<file path="src/rtl/hazard_pkg.sv">
// Constants and the operand-source code shared by the hazard/forwarding unit.
package hazard_pkg;
    localparam logic [4:0] REG_X0        = 5'd0;
    localparam int         CNT_W_DEFAULT = 32;

    // Operand source as seen from ID, before mapping onto a specific mux enum
    typedef enum logic [1:0] {
        SRC_RF    = 2'b00,
        SRC_EX    = 2'b01,
        SRC_WB    = 2'b10,
        SRC_RDATA = 2'b11
    } fwd_src_t;
endpackage

</file>
<file path="src/rtl/rv32i_mux_types.sv">
// Shared datapath mux select encodings for the RV32I pipeline.
// The EX forward enums share one ordering so the two operand paths decode identically.
package forwardmux1;
    typedef enum logic [1:0] {
        idex_rs1   = 2'b00,
        exmem_alu  = 2'b01,
        regfilemux = 2'b10,
        mem_rdata  = 2'b11
    } forwardmux1_sel_t;
endpackage

package forwardmux2;
    typedef enum logic [1:0] {
        idex_rs2   = 2'b00,
        exmem_alu  = 2'b01,
        regfilemux = 2'b10,
        mem_rdata  = 2'b11
    } forwardmux2_sel_t;
endpackage

package mem_forwardmux2;
    typedef enum logic {
        exmem_rs2  = 1'b0,
        regfilemux = 1'b1
    } mem_forwardmux2_sel_t;
endpackage

</file>
<file path="src/rtl/hazard_fwd_unit_if.sv">
// Pipeline <-> hazard/forwarding unit signal bundle.
interface hazard_fwd_unit_if #(
    parameter int CNT_W = hazard_pkg::CNT_W_DEFAULT
);
    logic       icache_req, icache_resp, dcache_req, dcache_resp;
    logic [4:0] ifid_rs1, ifid_rs2, idex_rs2, idex_rd, exmem_rd;
    logic       idex_regwrite, idex_is_load, exmem_regwrite;
    logic       br_taken, cnt_clr;

    logic       pc_load, ifid_load, idex_load, exmem_load, memwb_load;
    logic       ifid_flush, idex_flush;
    forwardmux1::forwardmux1_sel_t         fwd1_sel;
    forwardmux2::forwardmux2_sel_t         fwd2_sel;
    mem_forwardmux2::mem_forwardmux2_sel_t memfwd2_sel;
    logic [CNT_W-1:0] cnt_stall, cnt_bubble, cnt_flush;

    modport master (
        output icache_req, icache_resp, dcache_req, dcache_resp,
               ifid_rs1, ifid_rs2, idex_rs2, idex_rd, exmem_rd,
               idex_regwrite, idex_is_load, exmem_regwrite, br_taken, cnt_clr,
        input  pc_load, ifid_load, idex_load, exmem_load, memwb_load,
               ifid_flush, idex_flush, fwd1_sel, fwd2_sel, memfwd2_sel,
               cnt_stall, cnt_bubble, cnt_flush
    );

    modport slave (
        input  icache_req, icache_resp, dcache_req, dcache_resp,
               ifid_rs1, ifid_rs2, idex_rs2, idex_rd, exmem_rd,
               idex_regwrite, idex_is_load, exmem_regwrite, br_taken, cnt_clr,
        output pc_load, ifid_load, idex_load, exmem_load, memwb_load,
               ifid_flush, idex_flush, fwd1_sel, fwd2_sel, memfwd2_sel,
               cnt_stall, cnt_bubble, cnt_flush
    );
endinterface

</file>
<file path="src/rtl/fwd_src_sel.sv">
// Priority compare of one ID source index against the EX and MEM producers.
module fwd_src_sel
    import hazard_pkg::*;
#(
    parameter bit LOAD_USE_BUBBLE = 1'b1
) (
    input  logic [4:0] rs,
    input  logic [4:0] idex_rd,
    input  logic       idex_regwrite,
    input  logic       idex_is_load,
    input  logic [4:0] exmem_rd,
    input  logic       exmem_regwrite,
    output fwd_src_t   src
);
    // EX is the younger producer, so it shadows a MEM match on the same index
    always_comb begin
        src = SRC_RF;
        if (rs == REG_X0) begin
            src = SRC_RF;
        end else if (idex_regwrite && idex_rd == rs) begin
            if (idex_is_load && !LOAD_USE_BUBBLE) src = SRC_RDATA;
            else                                  src = SRC_EX;
        end else if (exmem_regwrite && exmem_rd == rs) begin
            src = SRC_WB;
        end
    end
endmodule

</file>
<file path="src/rtl/hazard_fwd_unit.sv">
// Pipeline stall/bubble/flush strobes plus ID-resolved, EX/MEM-registered forward selects.
module hazard_fwd_unit
    import hazard_pkg::*;
#(
    parameter bit LOAD_USE_BUBBLE = 1'b1,
    parameter int CNT_W           = CNT_W_DEFAULT
) (
    input logic              clk,
    input logic              rst,
    hazard_fwd_unit_if.slave bus
);
    logic mem_busy, load_use, flush_ev, bubble_ev;
    logic pc_ld, ifid_ld, idex_ld, exmem_ld, memwb_ld, ifid_fl, idex_fl;

    assign mem_busy = (bus.icache_req & ~bus.icache_resp) | (bus.dcache_req & ~bus.dcache_resp);
    assign load_use = LOAD_USE_BUBBLE && bus.idex_is_load && bus.idex_regwrite &&
                      (bus.idex_rd != REG_X0) &&
                      ((bus.idex_rd == bus.ifid_rs1) || (bus.idex_rd == bus.ifid_rs2));
    assign flush_ev  = rst && !mem_busy && bus.br_taken;
    assign bubble_ev = rst && !mem_busy && !bus.br_taken && load_use;

    always_comb begin
        pc_ld    = 1'b0;
        ifid_ld  = 1'b0;
        idex_ld  = 1'b0;
        exmem_ld = 1'b0;
        memwb_ld = 1'b0;
        ifid_fl  = 1'b0;
        idex_fl  = 1'b0;
        if (rst && !mem_busy) begin
            pc_ld    = 1'b1;
            ifid_ld  = 1'b1;
            idex_ld  = 1'b1;
            exmem_ld = 1'b1;
            memwb_ld = 1'b1;
            if (bus.br_taken) begin
                ifid_fl = 1'b1;
                idex_fl = 1'b1;
            end else if (load_use) begin
                pc_ld   = 1'b0;
                ifid_ld = 1'b0;
                idex_fl = 1'b1;
            end
        end
    end

    assign bus.pc_load    = pc_ld;
    assign bus.ifid_load  = ifid_ld;
    assign bus.idex_load  = idex_ld;
    assign bus.exmem_load = exmem_ld;
    assign bus.memwb_load = memwb_ld;
    assign bus.ifid_flush = ifid_fl;
    assign bus.idex_flush = idex_fl;

    logic [1:0][4:0] rs_id;
    fwd_src_t        src_n [2];

    assign rs_id = {bus.ifid_rs2, bus.ifid_rs1};

    for (genvar i = 0; i < 2; i++) begin : g_src
        fwd_src_sel #(.LOAD_USE_BUBBLE(LOAD_USE_BUBBLE)) u_sel (
            .rs             (rs_id[i]),
            .idex_rd        (bus.idex_rd),
            .idex_regwrite  (bus.idex_regwrite),
            .idex_is_load   (bus.idex_is_load),
            .exmem_rd       (bus.exmem_rd),
            .exmem_regwrite (bus.exmem_regwrite),
            .src            (src_n[i])
        );
    end

    function automatic forwardmux1::forwardmux1_sel_t to_fwd1(input fwd_src_t s);
        case (s)
            SRC_EX:    return forwardmux1::exmem_alu;
            SRC_WB:    return forwardmux1::regfilemux;
            SRC_RDATA: return forwardmux1::mem_rdata;
            default:   return forwardmux1::idex_rs1;
        endcase
    endfunction

    function automatic forwardmux2::forwardmux2_sel_t to_fwd2(input fwd_src_t s);
        case (s)
            SRC_EX:    return forwardmux2::exmem_alu;
            SRC_WB:    return forwardmux2::regfilemux;
            SRC_RDATA: return forwardmux2::mem_rdata;
            default:   return forwardmux2::idex_rs2;
        endcase
    endfunction

    forwardmux1::forwardmux1_sel_t         fwd1_q;
    forwardmux2::forwardmux2_sel_t         fwd2_q;
    mem_forwardmux2::mem_forwardmux2_sel_t memfwd2_q;
    logic                                  st_hit;

    // Store data of the instruction entering MEM comes from the one entering WB
    assign st_hit = bus.exmem_regwrite && (bus.exmem_rd != REG_X0) && (bus.exmem_rd == bus.idex_rs2);

    always_ff @(posedge clk or negedge rst) begin
        if (!rst) begin
            fwd1_q    <= forwardmux1::idex_rs1;
            fwd2_q    <= forwardmux2::idex_rs2;
            memfwd2_q <= mem_forwardmux2::exmem_rs2;
        end else begin
            if (idex_ld) begin
                fwd1_q <= idex_fl ? forwardmux1::idex_rs1 : to_fwd1(src_n[0]);
                fwd2_q <= idex_fl ? forwardmux2::idex_rs2 : to_fwd2(src_n[1]);
            end
            if (exmem_ld)
                memfwd2_q <= st_hit ? mem_forwardmux2::regfilemux : mem_forwardmux2::exmem_rs2;
        end
    end

    assign bus.fwd1_sel    = fwd1_q;
    assign bus.fwd2_sel    = fwd2_q;
    assign bus.memfwd2_sel = memfwd2_q;

    // [0] stall cycles, [1] load-use bubbles, [2] branch flushes
    logic [2:0]            cnt_ev;
    logic [2:0][CNT_W-1:0] cnt_q;

    assign cnt_ev = {flush_ev, bubble_ev, mem_busy};

    always_ff @(posedge clk or negedge rst) begin
        if (!rst) begin
            cnt_q <= '0;
        end else begin
            for (int i = 0; i < 3; i++) begin
                if (bus.cnt_clr)
                    cnt_q[i] <= '0;
                else if (cnt_ev[i] && cnt_q[i] != '1)
                    cnt_q[i] <= cnt_q[i] + CNT_W'(1);
            end
        end
    end

    assign bus.cnt_stall  = cnt_q[0];
    assign bus.cnt_bubble = cnt_q[1];
    assign bus.cnt_flush  = cnt_q[2];
endmodule

</file>
<file path="src/flat_wrapper.sv">
// flat-port wrapper written by rule: the top's interface ports become plain ports
module hazard_fwd_unit_flat import hazard_pkg::*;
#(
    parameter bit LOAD_USE_BUBBLE = 1'b1,
    parameter int CNT_W           = CNT_W_DEFAULT
)
  (clk, rst, bus_icache_req, bus_icache_resp, bus_dcache_req, bus_dcache_resp, bus_ifid_rs1, bus_ifid_rs2, bus_idex_rs2, bus_idex_rd, bus_exmem_rd, bus_idex_regwrite, bus_idex_is_load, bus_exmem_regwrite, bus_br_taken, bus_cnt_clr, bus_pc_load, bus_ifid_load, bus_idex_load, bus_exmem_load, bus_memwb_load, bus_ifid_flush, bus_idex_flush, bus_fwd1_sel, bus_fwd2_sel, bus_memfwd2_sel, bus_cnt_stall, bus_cnt_bubble, bus_cnt_flush);
  hazard_fwd_unit_if #(.CNT_W(CNT_W)) bus_i ();
  input logic clk;
  input logic rst;
  input wire logic [$bits(bus_i.icache_req)-1:0] bus_icache_req;
  input wire logic [$bits(bus_i.icache_resp)-1:0] bus_icache_resp;
  input wire logic [$bits(bus_i.dcache_req)-1:0] bus_dcache_req;
  input wire logic [$bits(bus_i.dcache_resp)-1:0] bus_dcache_resp;
  input wire logic [$bits(bus_i.ifid_rs1)-1:0] bus_ifid_rs1;
  input wire logic [$bits(bus_i.ifid_rs2)-1:0] bus_ifid_rs2;
  input wire logic [$bits(bus_i.idex_rs2)-1:0] bus_idex_rs2;
  input wire logic [$bits(bus_i.idex_rd)-1:0] bus_idex_rd;
  input wire logic [$bits(bus_i.exmem_rd)-1:0] bus_exmem_rd;
  input wire logic [$bits(bus_i.idex_regwrite)-1:0] bus_idex_regwrite;
  input wire logic [$bits(bus_i.idex_is_load)-1:0] bus_idex_is_load;
  input wire logic [$bits(bus_i.exmem_regwrite)-1:0] bus_exmem_regwrite;
  input wire logic [$bits(bus_i.br_taken)-1:0] bus_br_taken;
  input wire logic [$bits(bus_i.cnt_clr)-1:0] bus_cnt_clr;
  output wire logic [$bits(bus_i.pc_load)-1:0] bus_pc_load;
  output wire logic [$bits(bus_i.ifid_load)-1:0] bus_ifid_load;
  output wire logic [$bits(bus_i.idex_load)-1:0] bus_idex_load;
  output wire logic [$bits(bus_i.exmem_load)-1:0] bus_exmem_load;
  output wire logic [$bits(bus_i.memwb_load)-1:0] bus_memwb_load;
  output wire logic [$bits(bus_i.ifid_flush)-1:0] bus_ifid_flush;
  output wire logic [$bits(bus_i.idex_flush)-1:0] bus_idex_flush;
  output wire logic [$bits(bus_i.fwd1_sel)-1:0] bus_fwd1_sel;
  output wire logic [$bits(bus_i.fwd2_sel)-1:0] bus_fwd2_sel;
  output wire logic [$bits(bus_i.memfwd2_sel)-1:0] bus_memfwd2_sel;
  output wire logic [$bits(bus_i.cnt_stall)-1:0] bus_cnt_stall;
  output wire logic [$bits(bus_i.cnt_bubble)-1:0] bus_cnt_bubble;
  output wire logic [$bits(bus_i.cnt_flush)-1:0] bus_cnt_flush;
  assign bus_i.icache_req = bus_icache_req;
  assign bus_i.icache_resp = bus_icache_resp;
  assign bus_i.dcache_req = bus_dcache_req;
  assign bus_i.dcache_resp = bus_dcache_resp;
  assign bus_i.ifid_rs1 = bus_ifid_rs1;
  assign bus_i.ifid_rs2 = bus_ifid_rs2;
  assign bus_i.idex_rs2 = bus_idex_rs2;
  assign bus_i.idex_rd = bus_idex_rd;
  assign bus_i.exmem_rd = bus_exmem_rd;
  assign bus_i.idex_regwrite = bus_idex_regwrite;
  assign bus_i.idex_is_load = bus_idex_is_load;
  assign bus_i.exmem_regwrite = bus_exmem_regwrite;
  assign bus_i.br_taken = bus_br_taken;
  assign bus_i.cnt_clr = bus_cnt_clr;
  assign bus_pc_load = bus_i.pc_load;
  assign bus_ifid_load = bus_i.ifid_load;
  assign bus_idex_load = bus_i.idex_load;
  assign bus_exmem_load = bus_i.exmem_load;
  assign bus_memwb_load = bus_i.memwb_load;
  assign bus_ifid_flush = bus_i.ifid_flush;
  assign bus_idex_flush = bus_i.idex_flush;
  assign bus_fwd1_sel = bus_i.fwd1_sel;
  assign bus_fwd2_sel = bus_i.fwd2_sel;
  assign bus_memfwd2_sel = bus_i.memfwd2_sel;
  assign bus_cnt_stall = bus_i.cnt_stall;
  assign bus_cnt_bubble = bus_i.cnt_bubble;
  assign bus_cnt_flush = bus_i.cnt_flush;
  hazard_fwd_unit #(.LOAD_USE_BUBBLE(LOAD_USE_BUBBLE), .CNT_W(CNT_W)) u_core (.clk(clk), .rst(rst), .bus(bus_i));
endmodule
</file>
<file path="config.mk">
export PLATFORM = sky130hd
export DESIGN_NAME = hazard_fwd_unit_flat
export DESIGN_NICKNAME = d
export VERILOG_FILES = /design/src/rtl/hazard_pkg.sv /design/src/rtl/rv32i_mux_types.sv /design/src/rtl/hazard_fwd_unit_if.sv /design/src/rtl/fwd_src_sel.sv /design/src/rtl/hazard_fwd_unit.sv /design/src/flat_wrapper.sv
export SDC_FILE = /design/constraint.sdc
export NUM_CORES = 1
export LEC_CHECK = 0
export ABC_CLOCK_PERIOD_IN_PS = 4900
export CAP_MARGIN = 30
export CORE_ASPECT_RATIO = 0.7
export CORE_MARGIN = 2
export CORE_UTILIZATION = 54
export DETAILED_ROUTE_END_ITERATION = 6
export PLACE_DENSITY = 0.95
export REMOVE_ABC_BUFFERS = 1
export SYNTH_ARGS = -nofsm -noshare
export SYNTH_HDL_FRONTEND = slang
export SYNTH_SLANG_ARGS = --single-unit
</file>
<file path="constraint.sdc">
create_clock -name clk -period 4.9 [get_ports clk]
set_input_delay 0.98 -clock clk [delete_from_list [all_inputs] [get_ports clk]]
set_output_delay 0.98 -clock clk [all_outputs]
set_load 0.01 [all_outputs]
</file>
* Word-level counts from Yosys, hierarchy flattened *
Index checks and enable logic that the tools add are counted.

operators by class
  reductions and logical operators = 26
  muxes and demuxes = 26
  equality and inequality tests = 14
  add/sub/neg operators = 3
  bitwise logic cells = 5

operator list
  operator                                                         count
  32-bit 2-to-1 mux                                                6
  32-bit by 1-bit adder with 32-bit output, second input constant  3
  32-bit != test, second input constant                            3
  5-bit == test                                                    5
  1-bit logical AND                                                16
  2-bit 2-to-1 mux                                                 8
  2-bit case mux with 3 select lines                               2
  5-bit logical NOT                                                2
  1-bit 2-to-1 mux                                                 10
  5-bit nonzero test                                               2
  2-bit == test, second input constant                             4
  2-bit nonzero test                                               3
  2-bit by 1-bit == test with 1-bit output, second input constant  2
  1-bit bitwise AND                                                2
  1-bit logical NOT                                                2
  1-bit inverter                                                   2
  1-bit logical OR                                                 1
  1-bit OR                                                         1

word-level totals
  logic and storage cells = 80
  register bits after elaboration = 101
  output and inout bits = 108

* Depth between registers and ports, before layout *
  word-level depth = 10
  mapped depth = 9
  mapped depth without buffers = 7

* Hierarchy *
A second synthesis with hierarchy kept.

unflattened totals
  cells, all modules = 623
  area total of the unflattened synthesis = 5724.2 um^2

by module, submodules not included
  module           times used  area each (um^2)  cells each
  hazard_fwd_unit  1           5454.0            587
  fwd_src_sel      2           135.1             18

* Least setup slack after synthesis *
Ideal clock, no wire load.

  path kind = input port to output port
  from = input port bus_idex_rd[0]
  to = output port bus_pc_load
  data required time = 3.920 ns
  arrival = 2.329 ns
  cell stages on the path = 5
  path slack = 1.591 ns
  buffers on the path = 1
  cells stage by stage = or4_1 -> o211ai_1 -> nor2_1 -> a21oi_1 -> buf_4

between the ends
  cells in the longest elaborated chain, start to end = 6
  elaborated cells on any way between the ends = 9
  those cells by class = eq/ne: 2; mux: 3; reduce/logical: 4

RTL lines
  what                                                          line                                          RTL
  start: declaration                                            flat_wrapper.sv:18                            input wire logic [$bits(bus_i.idex_rd)-1:0] bus_idex_rd;
  5-bit == test / 5-bit nonzero test (equally long branches)    hazard_fwd_unit.sv:18, hazard_fwd_unit.sv:17
  1-bit logical OR / 1-bit logical AND (equally long branches)  hazard_fwd_unit.sv:18, hazard_fwd_unit.sv:16
  1-bit logical AND (*)                                         hazard_fwd_unit.sv:17                         (bus.idex_rd != REG_X0) &&
  1-bit 2-to-1 mux (*) (3 in series)                            n/a
  end: declaration                                              flat_wrapper.sv:25                            output wire logic [$bits(bus_i.pc_load)-1:0] bus_pc_load;

Mark *: on every way between the ends. The rest lies on a longest branch, timed or not.

* Worst setup path in the final report *
  from = input port bus_idex_rd[0]
  to = output port bus_pc_load

between the ends
  cells in the longest elaborated chain, start to end = 6
  elaborated cells on any way between the ends = 9
  those cells by class = eq/ne: 2; mux: 3; reduce/logical: 4

RTL lines
  what                                                          line                                          RTL
  5-bit == test / 5-bit nonzero test (equally long branches)    hazard_fwd_unit.sv:18, hazard_fwd_unit.sv:17
  1-bit logical OR / 1-bit logical AND (equally long branches)  hazard_fwd_unit.sv:18, hazard_fwd_unit.sv:16
  1-bit logical AND (*)                                         hazard_fwd_unit.sv:17
  1-bit 2-to-1 mux (*)                                          hazard_fwd_unit.sv:39                         end else if (load_use) begin
  1-bit 2-to-1 mux (*)                                          hazard_fwd_unit.sv:36                         if (bus.br_taken) begin
  1-bit 2-to-1 mux (*)                                          hazard_fwd_unit.sv:30                         if (rst && !mem_busy) begin

Marks and branches as above.

==> reports/qor.yml <==
setup_path:
  worst_r2r_path_depth: 6
  crit_path_cell_trace: "clkdlybuf4s50_1 > or4_1 > o211ai_1 > nor2_1 > a21oi_1 > clkdlybuf4s50_1"
  cp_max_delay_cell: "clkdlybuf4s50_1"
  max_stage_delay_ps: 570
  worstPathRequired_ps: 3920
  rr_startpoint: "u_core.bus.cnt_stall[23]$_DFFE_PN0P_"
  critical_path.max_fanout: 4
  setup.worst_path.start_class: "input port"
  crit_type: "in -> out"
  worst_path_most_repeated_cell: "clkdlybuf4s50_1"
  crit_arrival_ps: 3280
  crit_path_end_kind: "primary output"
  r2r-end: "u_core.bus.cnt_stall[4]$_DFFE_PN0P_"
  ff2ff_setup_slack_ps: 2220
yosys:
  syn_inst: 630
  seq_area_frac_synth_pct: 44.9
  ys_dominant_reg_cell: "dfrtp_1"
  synth-async-reset-ratio_pct: 100
  synthDominantCellAreaShare_pct: 44.9
  synth_seq_cells: 101
  post-synth-top-count-cell: "dfrtp_1"
  area_leader_netlist: "dfrtp_1"
  synth.top_cells.by_area: "dfrtp_1, xor2_1, nand4_1"
  synth-edff-count: 0
  yosys_warnings: 0
  syn-cell-area_sq_mm: 0.00563
  synthDistinctLibCells: 45
  synth_common_cells: "dfrtp_1, nor2_1, nand4_1"
  post_synth.cell_area_avg_sq_um: 8.94
floorplanning:
  initial_utilization_pct: 55.0
  floorplan.core_area_sq_mm: 0.0102
  ios: 144
  chipWidth_um: 126
  die_h_um: 89.5
  placementRows: 31
  die_area_sq_mm: 0.0113
clocking:
  h-tree-depth: 3
  postCtsSetupRepairBufs: 0
  cts_tree: "yes"
  clockRootBuffer: "clkbuf_16"
  clk-insertion-delay-late_ps: 350
  cts.sink_count: 101
  numCtsBuffers: 9
  cts_hold_buf: 0
  clk_path_buf_depth: 2
  worst_setup_hold_path_clk_slew_ps: 60
  post_cts_resized: 0
timing:
  hold_viol_final: 0
  fin_worst_hold_slack_ps: 470
  min_period_over_period_pct: 86.8
  worst_slew_margin_rel_pct: 35.4
  final_critical_path_setup_slack_ps: 645
  total_neg_setup_slack_ps: 0
  slew_violations: 0
  skew_ps: 4.85
  report.final.setup_viol: 0
  grt_setup_unrepaired: "false"
  worst_pin_slew_ps: 965
  final_period_minus_worst_setup_slack_ps: 4260
  clock.fmax_mhz: 235
hold_path:
  min_to: "u_core.bus.fwd2_sel[0]$_DFFE_PN0N_"
  hold_start: "u_core.bus.fwd2_sel[0]$_DFFE_PN0N_"
  worstHoldPathType: "reg -> reg"
  hold_depth: 2
route:
  via_to_cell_ratio: 6.10
  drcViolationCount: 0
  postRouteWirelength_mm: 15.6
  avgRoutedWirePerCell_um: 17.4
  drtAntennaViolNets: 0
  drt-pass1-iter-count: 5
  dr.first_iter.drc_count: 510
  dr_total_vias: 5450
final_layout:
  synthToLayoutAreaGrowth_pct: 31.9
  n_fill_cell: 764
  finish.instance_area_sq_mm: 0.00743
  antenna-diode-count: 0
  final_util_pct: 72.6
  fin_nets: 797
  final_layout_size_suffix_gt1_share_pct: 3.94
  stdcell_count: 894
run_status:
  status: "complete, no violations"
global_routing:
  grt_overflow_total: 0
  grt_pass1_wl_mm: 25.5
  maximum_number_of_pins_on_one_net_before_global_route_repair: 60
  grt_pass1_vias: 5196
  groute.usage.overall_pct: 28.2
  grt_antenna_before_repair: 0
placed_design:
  detailed_place.area_sq_mm: 0.00713
  dp.cells: 878
  dpl_worst_slack_ps: 691
  port-buffer-count: 143
  gpl.final_weighted_congestion: 0.894
  place.detailed.hpwl_mm: 11.3
power_and_ir_drop:
  static_leakage_nw: 2.86
  ir_worst_vdd_mv: 0.170
  total_power_mw: 1.68
  power_density_mw_per_mm2: 226
job:
  max-cap-violations: 0
==> kinds of logic (layout without fill, tap and decap cells) <==
logic type | count (synthesis) | in the layout | synth area share [%]
AO/OA/AOI/OAI | 89 | 89 | 8.75
XOR/XNOR | 79 | 79 | 12.3
adder cells (fa/ha/maj) | 3 | 3 | 0.666
buffers and inverters | 43 | 175 | 3.13
flip-flops | 101 | 101 | 44.9
multiplexers | 5 | 5 | 0.933
AND/OR/NAND/NOR | 310 | 310 | 29.4
==> metal layers <==
| metal | wire length [um] | track usage [%] | up-vias | part of all wire [%] |
|---|---|---|---|---|
| li1 | - | - | 2504 | - |
| met1 | 6330 | 36.4 | 2645 | 41 |
| met2 | 7560 | 47.5 | 273 | 48 |
| met3 | 1440 | 7.72 | 28 | 9.2 |
| met4 | 260 | 8.49 | 0 | 1.7 |
| met5 | 0 | 0 | - | 0 |
==> power breakdown <==
part / total (mW) / switching, mW / leakage [nW] / internal [mW]
sequential: 0.841 / 0.00475 / 1.41 / 0.837
clock: 0.700 / 0.306 / 0.140 / 0.394
combinational: 0.139 / 0.0795 / 1.31 / 0.0599
==> placed cells by master (no fill, tap or decap), types with 2 or more instances in the layout <==
cell,n
buf_4,7
dfrtp_1,101
a31oi_1,2
and3_1,16
and4_1,8
ha_1,3
or4_1,10
o31ai_1,3
o211ai_1,3
nand2b_1,2
nand3_1,36
nand4_1,49
a41oi_1,2
mux2_2,2
nor4_1,5
or3_1,34
xor2_1,46
clkdlybuf4s50_1,141
a21oi_1,38
or2_2,2
inv_1,9
clkbuf_16,9
o21ai_0,33
nor3_1,15
mux2i_1,3
nand2_1,40
clkinv_2,2
nor2_1,76
o22ai_1,2
nor2b_1,6
and2_1,4
xnor2_1,33
clkbuf_1,2
==> layout make-up <==
type                       instances  area, sq um  area share, %
inverter                          10         37.5          0.505
sequential                       101         2530           34.0
timing repair buffer             150         1490           20.0
clock inverter                     4         48.8          0.657
multi-input combinational        486         2930           39.4
tap                              132          165           2.22
clock buffer                      11          233           3.13
==> state kept, by name, summed over array words and instances (netlist names) <==
name	flops
u_core.bus.cnt_bubble	32
u_core.bus.cnt_flush	32
u_core.bus.cnt_stall	32
u_core.bus.fwd1_sel	2
u_core.bus.fwd2_sel	2
u_core.bus.memfwd2_sel	1
==> critical path, delay by kind of cell <==
family	cells	cell delay, ps
and+or+nand+nor	2	680
buffers and inverters	2	1050
AOI/OAI and AO/OA	2	550
==> how the worst max path moves through the flow <==
stage / end / from / cells past startpoint
after floorplan: u_core.bus.cnt_bubble[20]$_DFFE_PN0P_ / bus_icache_req / 6
after global placement: bus_ifid_load / bus_idex_rd[3] / 6
after detailed placement: bus_pc_load / bus_idex_rd[0] / 6
after CTS: bus_pc_load / bus_idex_rd[0] / 6
after global routing: bus_pc_load / bus_idex_rd[3] / 6
final: bus_pc_load / bus_idex_rd[0] / 6
Note: power is estimated with default switching activity, not from simulation.
